File: config.mk
export PLATFORM = sky130hd
export DESIGN_NAME = line_follow_ctrl
export DESIGN_NICKNAME = d
export VERILOG_FILES = /design/src/rtl/line_pkg.sv /design/src/rtl/lfa_classifier.sv /design/src/rtl/line_follow_ctrl.sv
export SDC_FILE = /design/constraint.sdc
export NUM_CORES = 1
export LEC_CHECK = 0
export ABC_AREA = 1
export CAP_MARGIN = 5
export CORE_ASPECT_RATIO = 1.5
export CORE_UTILIZATION = 40
export CTS_CLUSTER_SIZE = 10
export DETAILED_ROUTE_END_ITERATION = 7
export GPL_TIMING_DRIVEN = 0
export HOLD_SLACK_MARGIN = 0.1
export SLEW_MARGIN = 5
export SYNTH_ARGS = -nofsm -noshare
export SYNTH_HDL_FRONTEND = slang
export SYNTH_SLANG_ARGS = --single-unit
File: constraint.sdc
create_clock -name clk_3125KHz -period 3 [get_ports clk_3125KHz]
set_clock_uncertainty 0.15 [all_clocks]
set_input_delay 0.3 -clock clk_3125KHz [delete_from_list [all_inputs] [get_ports clk_3125KHz]]
set_output_delay 0.3 -clock clk_3125KHz [all_outputs]
set_load 0.01 [all_outputs]
File: src/rtl/line_pkg.sv
// Shared types and constants for the line-following controller:
// FSM states, turn command codes, motor direction codes and duty saturation.
package line_pkg;

   typedef enum logic [2:0] {
      IDLE   = 3'd0,
      FOLLOW = 3'd1,
      NODE   = 3'd2,
      TURN   = 3'd3,
      LOST   = 3'd4
   } state_t;

   localparam logic [1:0] TC_STR   = 2'd0;
   localparam logic [1:0] TC_RIGHT = 2'd1;
   localparam logic [1:0] TC_UTURN = 2'd2;
   localparam logic [1:0] TC_LEFT  = 2'd3;

   // Direction pairs are {a, b}.
   localparam logic [1:0] FWD = 2'b10;
   localparam logic [1:0] REV = 2'b01;
   localparam logic [1:0] OFF = 2'b00;

   function automatic int sat_duty(input int val, input int max_val);
      if (val < 0) return 0;
      else if (val > max_val) return max_val;
      else return val;
   endfunction

endpackage

File: src/rtl/lfa_classifier.sv
// Hysteresis black/white classification of every LFA channel (registered)
// and the signed position error derived from the registered classes.
module lfa_classifier
   import line_pkg::*;
#(
   parameter int NUM_SENS = 3,
   parameter int ADC_W    = 12,
   parameter int TH_HI    = 1000,
   parameter int TH_LO    = 250,
   parameter int ERR_W    = 8
) (
   input  logic                          clk,
   input  logic                          rst_n,
   input  logic [NUM_SENS*ADC_W-1:0]     sens,
   output logic [NUM_SENS-1:0]           cls,
   output logic signed [ERR_W-1:0]       err
);

   localparam int MID = (NUM_SENS - 1) / 2;

   logic [NUM_SENS-1:0] cls_d, cls_q;

   // Samples inside the grey band keep the previous class.
   always_comb begin
      cls_d = cls_q;
      for (int i = 0; i < NUM_SENS; i++) begin
         if (int'(sens[i*ADC_W +: ADC_W]) > TH_HI)
            cls_d[i] = 1'b1;
         else if (int'(sens[i*ADC_W +: ADC_W]) < TH_LO)
            cls_d[i] = 1'b0;
      end
   end

   always_comb begin
      err = '0;
      for (int i = 0; i < NUM_SENS; i++) begin
         if (cls_q[i])
            err = err + ERR_W'(i - MID);
      end
   end

   always_ff @(posedge clk) begin
      if (!rst_n)
         cls_q <= '0;
      else
         cls_q <= cls_d;
   end

   assign cls = cls_q;

endmodule

File: src/rtl/line_follow_ctrl.sv
// Line-following controller: proportional steering, debounced node detection,
// handshaked turn execution, lost-line recovery and a wrapping node counter.
module line_follow_ctrl
   import line_pkg::*;
#(
   parameter int NUM_SENS  = 3,
   parameter int ADC_W     = 12,
   parameter int TH_HI     = 1000,
   parameter int TH_LO     = 250,
   parameter int DUTY_W    = 5,
   parameter int BASE_DUTY = 16,
   parameter int STEER_K   = 4,
   parameter int TURN_DUTY = 20,
   parameter int NODE_DEB  = 4,
   parameter int TURN_MIN  = 1024,
   parameter int LOST_TO   = 65535
) (
   input  logic                      clk_3125KHz,
   input  logic                      rst_n,
   input  logic                      start,
   input  logic                      stop,
   input  logic [NUM_SENS*ADC_W-1:0] sens,
   input  logic [1:0]                turn_cmd,
   input  logic                      turn_valid,
   output logic                      turn_ready,
   output logic                      m1_a,
   output logic                      m1_b,
   output logic                      m2_a,
   output logic                      m2_b,
   output logic [DUTY_W-1:0]         dc1,
   output logic [DUTY_W-1:0]         dc2,
   output logic                      node_flag,
   output logic                      node_pulse,
   output logic [7:0]                node_count,
   output logic                      lost,
   output logic [2:0]                state
);

   localparam int MID      = (NUM_SENS - 1) / 2;
   localparam int ERR_W    = 8;
   localparam int DUTY_MAX = (1 << DUTY_W) - 1;
   localparam int DEB_W    = $clog2(NODE_DEB + 1);
   localparam int LOST_W   = $clog2(LOST_TO + 1);
   localparam int TURN_W   = $clog2(TURN_MIN + 1);

   localparam logic [DEB_W-1:0]    DEB_LIM     = DEB_W'(NODE_DEB);
   localparam logic [LOST_W-1:0]   LOST_LIM    = LOST_W'(LOST_TO);
   localparam logic [TURN_W-1:0]   TURN_LIM    = TURN_W'(TURN_MIN);
   localparam logic [NUM_SENS-1:0] CENTRE_ONLY = NUM_SENS'(1) << MID;

   logic [NUM_SENS-1:0]     cls;
   logic signed [ERR_W-1:0] err;

   lfa_classifier #(
      .NUM_SENS (NUM_SENS),
      .ADC_W    (ADC_W),
      .TH_HI    (TH_HI),
      .TH_LO    (TH_LO),
      .ERR_W    (ERR_W)
   ) u_cls (
      .clk   (clk_3125KHz),
      .rst_n (rst_n),
      .sens  (sens),
      .cls   (cls),
      .err   (err)
   );

   logic all_black, all_white, centre_only, co_rise, turn_exit;

   state_t              state_d, state_q;
   logic [1:0]          cmd_d, cmd_q;
   logic [DEB_W-1:0]    deb_d, deb_q;
   logic [LOST_W-1:0]   lost_cnt_d, lost_cnt_q;
   logic [TURN_W-1:0]   tcnt_d, tcnt_q;
   logic [1:0]          xings_d, xings_q;
   logic [7:0]          node_cnt_d, node_cnt_q;
   logic                prev_co_d, prev_co_q;
   logic                node_pulse_d, node_pulse_q;
   logic                node_flag_d, node_flag_q;
   logic                lost_d, lost_q;
   logic [1:0]          m1_d, m1_q, m2_d, m2_q;
   logic [DUTY_W-1:0]   dc1_d, dc1_q, dc2_d, dc2_q;

   assign all_black   = &cls;
   assign all_white   = ~|cls;
   assign centre_only = (cls == CENTRE_ONLY);
   assign co_rise     = centre_only & ~prev_co_q;

   // Turn handshake: a command transfers in the cycle where turn_valid and
   // turn_ready are both high; turn_ready only rises in NODE and never while
   // stop is asserted, so the source may hold turn_valid as long as it likes.
   always_comb begin
      state_d      = state_q;
      cmd_d        = cmd_q;
      deb_d        = deb_q;
      lost_cnt_d   = lost_cnt_q;
      tcnt_d       = tcnt_q;
      xings_d      = xings_q;
      node_cnt_d   = node_cnt_q;
      prev_co_d    = centre_only;
      node_pulse_d = 1'b0;
      turn_ready   = 1'b0;
      turn_exit    = 1'b0;

      case (state_q)
         IDLE: begin
            if (start) state_d = FOLLOW;
         end
         FOLLOW: begin
            deb_d      = all_black ? ((deb_q == DEB_LIM) ? deb_q : deb_q + DEB_W'(1)) : '0;
            lost_cnt_d = all_white ? ((lost_cnt_q == LOST_LIM) ? lost_cnt_q
                                                                : lost_cnt_q + LOST_W'(1)) : '0;
            if (all_black && deb_d == DEB_LIM) begin
               state_d      = NODE;
               node_pulse_d = 1'b1;
               node_cnt_d   = node_cnt_q + 8'd1;
            end else if (all_white && lost_cnt_d == LOST_LIM) begin
               state_d = LOST;
            end
         end
         NODE: begin
            if (turn_valid) begin
               turn_ready = 1'b1;
               cmd_d      = turn_cmd;
               state_d    = TURN;
            end
         end
         TURN: begin
            if (tcnt_q != TURN_LIM) begin
               tcnt_d = tcnt_q + TURN_W'(1);
            end else begin
               case (cmd_q)
                  TC_STR: turn_exit = ~all_black;
                  TC_UTURN: begin
                     if (co_rise && xings_q != 2'd2) xings_d = xings_q + 2'd1;
                     turn_exit = co_rise && (xings_q == 2'd1);
                  end
                  default: turn_exit = centre_only;
               endcase
            end
            if (turn_exit) state_d = FOLLOW;
         end
         LOST: begin
            if (!all_white) state_d = FOLLOW;
         end
         default: state_d = IDLE;
      endcase

      if (stop) begin
         state_d      = IDLE;
         turn_ready   = 1'b0;
         node_pulse_d = 1'b0;
         node_cnt_d   = node_cnt_q;
      end

      // Debounce/lost counters live only in FOLLOW, turn counters only in TURN.
      if (state_d != FOLLOW) begin
         deb_d      = '0;
         lost_cnt_d = '0;
      end
      if (state_d != TURN) begin
         tcnt_d  = '0;
         xings_d = '0;
      end
   end

   // Outputs are registered and reflect the state being entered.
   always_comb begin
      m1_d        = OFF;
      m2_d        = OFF;
      dc1_d       = '0;
      dc2_d       = '0;
      node_flag_d = 1'b0;
      lost_d      = 1'b0;
      case (state_d)
         FOLLOW: begin
            m1_d  = FWD;
            m2_d  = FWD;
            dc1_d = DUTY_W'(sat_duty(BASE_DUTY + STEER_K * int'(err), DUTY_MAX));
            dc2_d = DUTY_W'(sat_duty(BASE_DUTY - STEER_K * int'(err), DUTY_MAX));
         end
         NODE: node_flag_d = 1'b1;
         TURN: begin
            node_flag_d = 1'b1;
            case (cmd_d)
               TC_STR: begin
                  m1_d  = FWD;
                  m2_d  = FWD;
                  dc1_d = DUTY_W'(BASE_DUTY);
                  dc2_d = DUTY_W'(BASE_DUTY);
               end
               TC_RIGHT: begin
                  m1_d  = FWD;
                  m2_d  = REV;
                  dc1_d = DUTY_W'(TURN_DUTY);
                  dc2_d = DUTY_W'(TURN_DUTY);
               end
               default: begin
                  m1_d  = REV;
                  m2_d  = FWD;
                  dc1_d = DUTY_W'(TURN_DUTY);
                  dc2_d = DUTY_W'(TURN_DUTY);
               end
            endcase
         end
         LOST: lost_d = 1'b1;
         default: ;
      endcase
   end

   always_ff @(posedge clk_3125KHz) begin
      if (!rst_n) begin
         state_q      <= IDLE;
         cmd_q        <= '0;
         deb_q        <= '0;
         lost_cnt_q   <= '0;
         tcnt_q       <= '0;
         xings_q      <= '0;
         node_cnt_q   <= '0;
         prev_co_q    <= 1'b0;
         node_pulse_q <= 1'b0;
         node_flag_q  <= 1'b0;
         lost_q       <= 1'b0;
         m1_q         <= OFF;
         m2_q         <= OFF;
         dc1_q        <= '0;
         dc2_q        <= '0;
      end else begin
         state_q      <= state_d;
         cmd_q        <= cmd_d;
         deb_q        <= deb_d;
         lost_cnt_q   <= lost_cnt_d;
         tcnt_q       <= tcnt_d;
         xings_q      <= xings_d;
         node_cnt_q   <= node_cnt_d;
         prev_co_q    <= prev_co_d;
         node_pulse_q <= node_pulse_d;
         node_flag_q  <= node_flag_d;
         lost_q       <= lost_d;
         m1_q         <= m1_d;
         m2_q         <= m2_d;
         dc1_q        <= dc1_d;
         dc2_q        <= dc2_d;
      end
   end

   assign {m1_a, m1_b} = m1_q;
   assign {m2_a, m2_b} = m2_q;
   assign dc1          = dc1_q;
   assign dc2          = dc2_q;
   assign node_flag    = node_flag_q;
   assign node_pulse   = node_pulse_q;
   assign node_count   = node_cnt_q;
   assign lost         = lost_q;
   assign state        = state_q;

endmodule
==> metrics, run 1 <==
outcome=complete, no violations; Synth Instances=510; largest net degree at the start of global routing=11; Leak=0.00181 uW; total core area=8460 sq um; Site Rows=41; WS Path Type=reg -> reg; I/O pins=72; post-CTS setup buffers=0; Synth top cells by count=nand2_1, inv_1, dfxtp_1; Primary FF master, synth=dfxtp_1; post-synth top area share=34.7%; P_sw=431 uW; NumNets Final=645; cell with the most instances after synthesis=nand2_1; first-pass GRT wire length=15300 microns; Critical Path Max Stage Delay=390 ps; dpl cell area=4340 sq um; Max-cap violations=0; TritonCTS buffer count=9; yosys warns=0; Via density=4.90; Yosys top cell by area=dfxtp_1; Netlist cell types=37; Root Buffer=clkbuf_16; r2r setup slk=300 ps; Min Hold Slack=302 ps; TritonRoute pass-1 iters=4; CTS tree=yes; PnR worst setup slack=301 ps; synth top area cells=dfxtp_1, nand2_1, inv_1; vias in the first global route=3326; Most common cell on crit path=nand2_1; dpl hpwl=7300 microns; Post-Syn Area per Cell=6.91 sq um; final hold violations=0; final instance area=4630 sq um; Critical Path RT=3070 ps; min cycle time layout=2700 ps; Final Routed Wirelength=9050 microns; hold crit path type=reg -> reg; DRC violation count after routing=0; GRT Util Overall=21.9%; relative slew slack=63.0%; Buf/Inv on CP=1; Startpoint Class=register; Synth Cell Area=3520 sq um; Power Density=424 nW/um^2; Pins Over Slew Limit=0; area delta synth->final=31.4%; Comb pwr share=8.6%; setup slack at placement=275 ps; routed vias=3439; Setup crit end kind=register; Die Y=117 microns; Clock Tree Buf Depth=2; share of cells above drive strength 1=12.8%; Reg power frac=42.4%; clk_lat worst skew=330 ps; Placer Congestion=0.833; initial core utilization=41.6%; Post-synth EDFFs=0; setup violators final=0; fmax=0.370 GHz; clock power share=49.0%; H-tree depth=3; Final Core Density=54.7%; clock-pin slew on the worst setup and hold paths=50 ps; Final ANT Viol Nets=0; initial antenna violation count=0; WL/cell=12.9 microns; Diodes inserted=0; Async S/R FF share, synth=0%; clk sinks=61; internal cell power=1530 uW; RSZ-0062 raised after global routing=false; worst-path fanout max=10; Seq/Total Area, Yosys=34.7%; global route total overflow=0; Worst-Margin Slew=551 ps; Iter 0 DRT Violations=120; critical path data arrival time=2770 ps; slowest CP cell=dfxtp_1; port bufs=67; Cell Chain, Critical Path=ha_1 > nand3_2 > nor2_4 > nand2_2 > nand2_1 > nand3_1 > nor2_1 > nand3_1 > nor2_2 > nand3_2 > nand2_1 > nor2_1 > nand2_4 > buf_6 > nand2_1; peak supply drop=325 uV; switch share=22.0%; die width=78.6 microns; Crit path max-delay family=simple AND/OR/NAND/NOR gates; Die ar.=9190 sq um; setup TNS after final layout=0 ps; synthesis-stage register bit count=61; fin crit share=90.0%
[area by class of cell]
class                   instances  area, sq um
plain buffers                  13         92.6
clock buffers                  14          274
clock inverters                 1         5.00
fillers                       874         3840
inverters                      75          282
multi-input cells             364         1950
flip-flops and latches         61         1220
well taps                     107          134
repair buffers                 67          671
[state kept, by name, indices dropped and copies added (netlist names)]
register and count:
m2_q 2, prev_co_q 1, xings_q 2, tcnt_q 11
cmd_q 2, dc2 2, m1_q 2, state 3
node_count 8, node_flag 1, deb_q 3, dc1 3
node_pulse 1, lost 1, u_cls.cls 3, lost_cnt_q 16
[worst register-to-register path: cells and delay by family, from the launching register on]
kind	cells	cell delay, ps
adder cells (fa/ha/maj)	1	250
buffers and inverters	1	180
flip-flops	1	390
AND/OR/NAND/NOR	13	1640
[cells in the final DEF, fill, tap and decap left out, drive strengths merged]
| cell type | instances |
|---|---|
| mux2 | 2 |
| nand3 | 32 |
| mux2i | 1 |
| nor2 | 97 |
| o2111ai | 1 |
| o31ai | 6 |
| nand2 | 104 |
| o21ai | 29 |
| nor3 | 15 |
| dfxtp | 61 |
| a21oi | 14 |
| conb | 4 |
| o211ai | 2 |
| or2 | 3 |
| clkdlybuf4s50 | 67 |
| nor4 | 4 |
| inv | 74 |
| nand4 | 12 |
| xnor2 | 1 |
| a31oi | 3 |
| a22oi | 5 |
| and3 | 1 |
| clkinv | 2 |
| clkbuf | 17 |
| ha | 11 |
| buf | 10 |
| nor3b | 1 |
| xor2 | 16 |
[stage by stage]
stage / std cells / power (uW)
finish: 702 / 1960
CTS: 702 / 1990
global placement: 687 / 1020
floorplan: 513 / 924
detailed placement: 687 / 1020
global route: 702 / 2050
[timing repair]
| action | 4_1_cts | 5_1_grt |
|---|---|---|
| gates resized for setup | 0 | 2 |
| setup endpoints to repair | 0 | 22 |
| hold buffers | 0 | 0 |
[worst paths after layout]
check | start | to | cells past startpoint
worst min register to register | node_count[7] | node_count[7] | 1
worst min-delay path | node_count[7] | node_count[7] | 1
worst max register to register | lost_cnt_q[1] | m1_q[1] | 15
worst max-delay path | lost_cnt_q[1] | m1_q[1] | 15
[power by group through the flow]
stage | registers [uW] | logic (uW) | clock network [uW]
detailed placement | 848 | 170 | 0
global route | 832 | 188 | 1030
floorplan | 847 | 76.4 | 0
global placement | 848 | 168 | 0
finish | 832 | 168 | 960
CTS | 831 | 170 | 993
[per-layer routing]
| metal | up-vias | global-route usage, % | routed length [microns] |
|---|---|---|---|
| met1 | 1573 | 21.9 | 3540 |
| met3 | 16 | 5.19 | 345 |
| met5 | - | 0 | 0 |
| met4 | 0 | 12.1 | 251 |
| met2 | 65 | 41.1 | 4910 |
| li1 | 1785 | - | - |
[logic make-up (layout without fill, tap and decap cells)]
group           after synthesis  count (layout)  share of synthesized area [%]
simple gates                269             269                           35.6
buf+inv                      88             170                           10.6
flops                        61              61                           34.7
compound gates               60              60                           9.98
xor+xnor                     17              17                           4.23
fa+ha+maj                    11              11                           3.91
mux                           3               3                          0.924
other cells                   1               4                          0.106
Power figures use the tool's default switching activity.
==> run 2, diff against run 1 <==
Settings changed: CORE_MARGIN set to 2, SLEW_MARGIN 5 to 20.
==> run 2 against run 1 <==
Compared with the run above: via count is 0.20% lower; global-route usage decreased by 1.0 points; combinational power barely moved; maximum frequency rose by 1.2%; final cell count increased by 0.14%; clock-buffer cell count is 5 lower; die area increased by 4.3%; setup slack improved by 32 ps; design area grew 0.78%; critical path depth unchanged; first-iteration DRC count down 28%; largest cell class unchanged.
==> metrics, run 2 (same netlist as run 1, synthesis figures left out) <==
Setup crit end kind=register; Worst-Margin Slew=492 ps (-58.7 ps); WL/cell=12.9 microns (+0.33%); Iter 0 DRT Violations=86 (-28%); Root Buffer=clkbuf_16; GRT Util Overall=20.8% (-1.0 points); critical path data arrival time=2740 ps (-30 ps); R2R depth=15 (unchanged); Die ar.=9590 sq um (+4.3%); r2r setup slk=330 ps (+30 ps); NumNets Final=645 (unchanged); CTS tree=yes; worst-path fanout max=10 (unchanged); die width=80.6 microns (+2.5%); crit path from=lost_cnt_q[0]; clock-pin slew on the worst setup and hold paths=50 ps (about the same); total core area=8460 sq um (unchanged); Pins Over Slew Limit=0 (unchanged); hold crit path type=reg -> reg; post-CTS setup buffers=0 (unchanged); peak supply drop=360 uV (+11%); reg-to-reg critical path endpoint=m1_q[1]; port bufs=67 (unchanged); fmax=0.375 GHz (+1.2%); initial antenna violation count=0 (unchanged); Final ANT Viol Nets=0 (unchanged); Placer Congestion=0.798 (-4.2%); worst setup path end=m1_q[1]; Max-cap violations=0 (unchanged); Leak=0.00182 uW (+0.69%); TritonCTS buffer count=9 (unchanged); largest net degree at the start of global routing=12 (+1); Critical Path RT=3070 ps (about the same); cts repair resizes=0 (unchanged); Die Y=119 microns (+1.7%); commonest non-fill, non-tap cell in the layout=nand2_1; I/O pins=72 (unchanged); TritonRoute pass-1 iters=4 (unchanged); Final Routed Wirelength=9090 microns (+0.48%); Top reg by flops=lost_cnt_q; DRC violation count after routing=0 (unchanged); initial core utilization=41.6% (unchanged); Filler cells=853 (-2.4%); setup violators final=0 (unchanged); Startpoint Class=register; Power Density=448 nW/um^2 (+5.9%); Diodes inserted=0 (unchanged); fin crit share=88.9% (-1.1 points); setup slack at placement=243 ps (-32.0 ps); area delta synth->final=32.4%; clk_lat worst skew=330 ps (about the same); dpl hpwl=7390 microns (+1.2%); max reg flops=16 (unchanged); first-pass GRT wire length=15300 microns (+0.50%); commonest non-fill, non-tap cells in the layout=nand2_1, inv_1, clkdlybuf4s50_1, dfxtp_1, nor2_1; Clock Tree Buf Depth=2 (unchanged); PnR worst setup slack=333 ps (+32.0 ps); RSZ-0062 raised after global routing=false; routed vias=3432 (-0.20%); Site Rows=41 (unchanged); Multi-input gate area=1950 sq um (unchanged); min cycle time layout=2670 ps (-32.0 ps); clk sinks=61 (unchanged); hold buffers post-CTS=0 (unchanged); WS Path Type=reg -> reg; setup TNS after final layout=0 ps (unchanged); H-tree depth=3 (unchanged); final hold violations=0 (unchanged); global route total overflow=0 (unchanged); vias in the first global route=3457 (+3.9%); r2r startpoint=lost_cnt_q[0]; sequential cell area=1220 sq um (unchanged); outcome=complete, no violations; Via density=4.88 (-0.35%); share of cells above drive strength 1=13.3% (+0.48 points); Tot Pwr=2090 uW (+6.7%); relative slew slack=66.9% (+3.9 points)
## run 2: changes by cell type in the layout (fill, tap and decap cells not counted)
cell | before | now
clkinvlp_4 | 0 | 2
clkbuf_8 | 3 | 0
clkinv_2 | 1 | 3
bufinv_16 | 0 | 2
clkbuf_1 | 5 | 3
## run 2: worst min-delay path by stage
stage	from	end	slack (ps)	depth (start not counted)
after floorplan	rst_n	node_count[1]	290	2
after global placement	node_count[7]	node_count[7]	290	1
after detailed placement	node_count[7]	node_count[7]	300	1
after CTS	node_count[7]	node_count[7]	320	1
after global routing	node_count[7]	node_count[7]	340	1
final	node_count[7]	node_count[7]	320	1
## run 2: area by class of cell
| type | count | area share (%) |
|---|---|---|
| Clock inverter | 7 | 1.93 |
| Tap cell | 107 | 2.87 |
| Multi-Input combinational cell | 364 | 41.8 |
| Clock buffer | 9 | 4.83 |
| Buffer | 13 | 1.99 |
| Sequential cell | 61 | 26.2 |
| Timing Repair Buffer | 67 | 14.4 |
| Inverter | 75 | 6.04 |
## run 2: per-layer routing
layer / global-route usage [%] / vias up / part of all wire [%]
li1: - / 1788 / -
met1: 20.8 / 1569 / 38
met2: 39.2 / 52 / 56
met3: 3.86 / 23 / 2.7
met4: 11.0 / 0 / 3.5
met5: 0 / - / 0
## run 2: stage by stage
| stage | util (%) | hold WS, ps | cells | area, sq um |
|---|---|---|---|---|
| 6_report | 55.1 | 318 | 703 | 4660 |
| 3_5_place_dp | 51.2 | 298 | 687 | 4340 |
| 4_1_cts | 55.0 | 319 | 703 | 4650 |
| 2_1_floorplan | - | 286 | 513 | 3530 |
| 5_1_grt | 55.1 | 336 | 703 | 4660 |
| 3_3_place_gp | 51.2 | 295 | 687 | 4340 |
## run 2: worst max-delay path, stage by stage (launching register included)
cell     delay (ps)
dfxtp_1         400
ha_1            250
nand3_2         150
nor2_4          210
nand2_2         170
nand2_1          90
nand3_1          80
nor2_1          160
nand3_1         100
nor2_2          130
nand3_2         110
nand2_1          70
nor2_1           90
nand2_4         140
buf_6           180
nand2_1          70
## run 2: power by group
| part | internal [uW] | leakage (uW) | switching [uW] |
|---|---|---|---|
| registers | 821 | 0.000493 | 9.59 |
| clock network | 721 | 0.000151 | 372 |
| logic | 87.1 | 0.00118 | 79.9 |
| total | 1630 | 0.00182 | 462 |
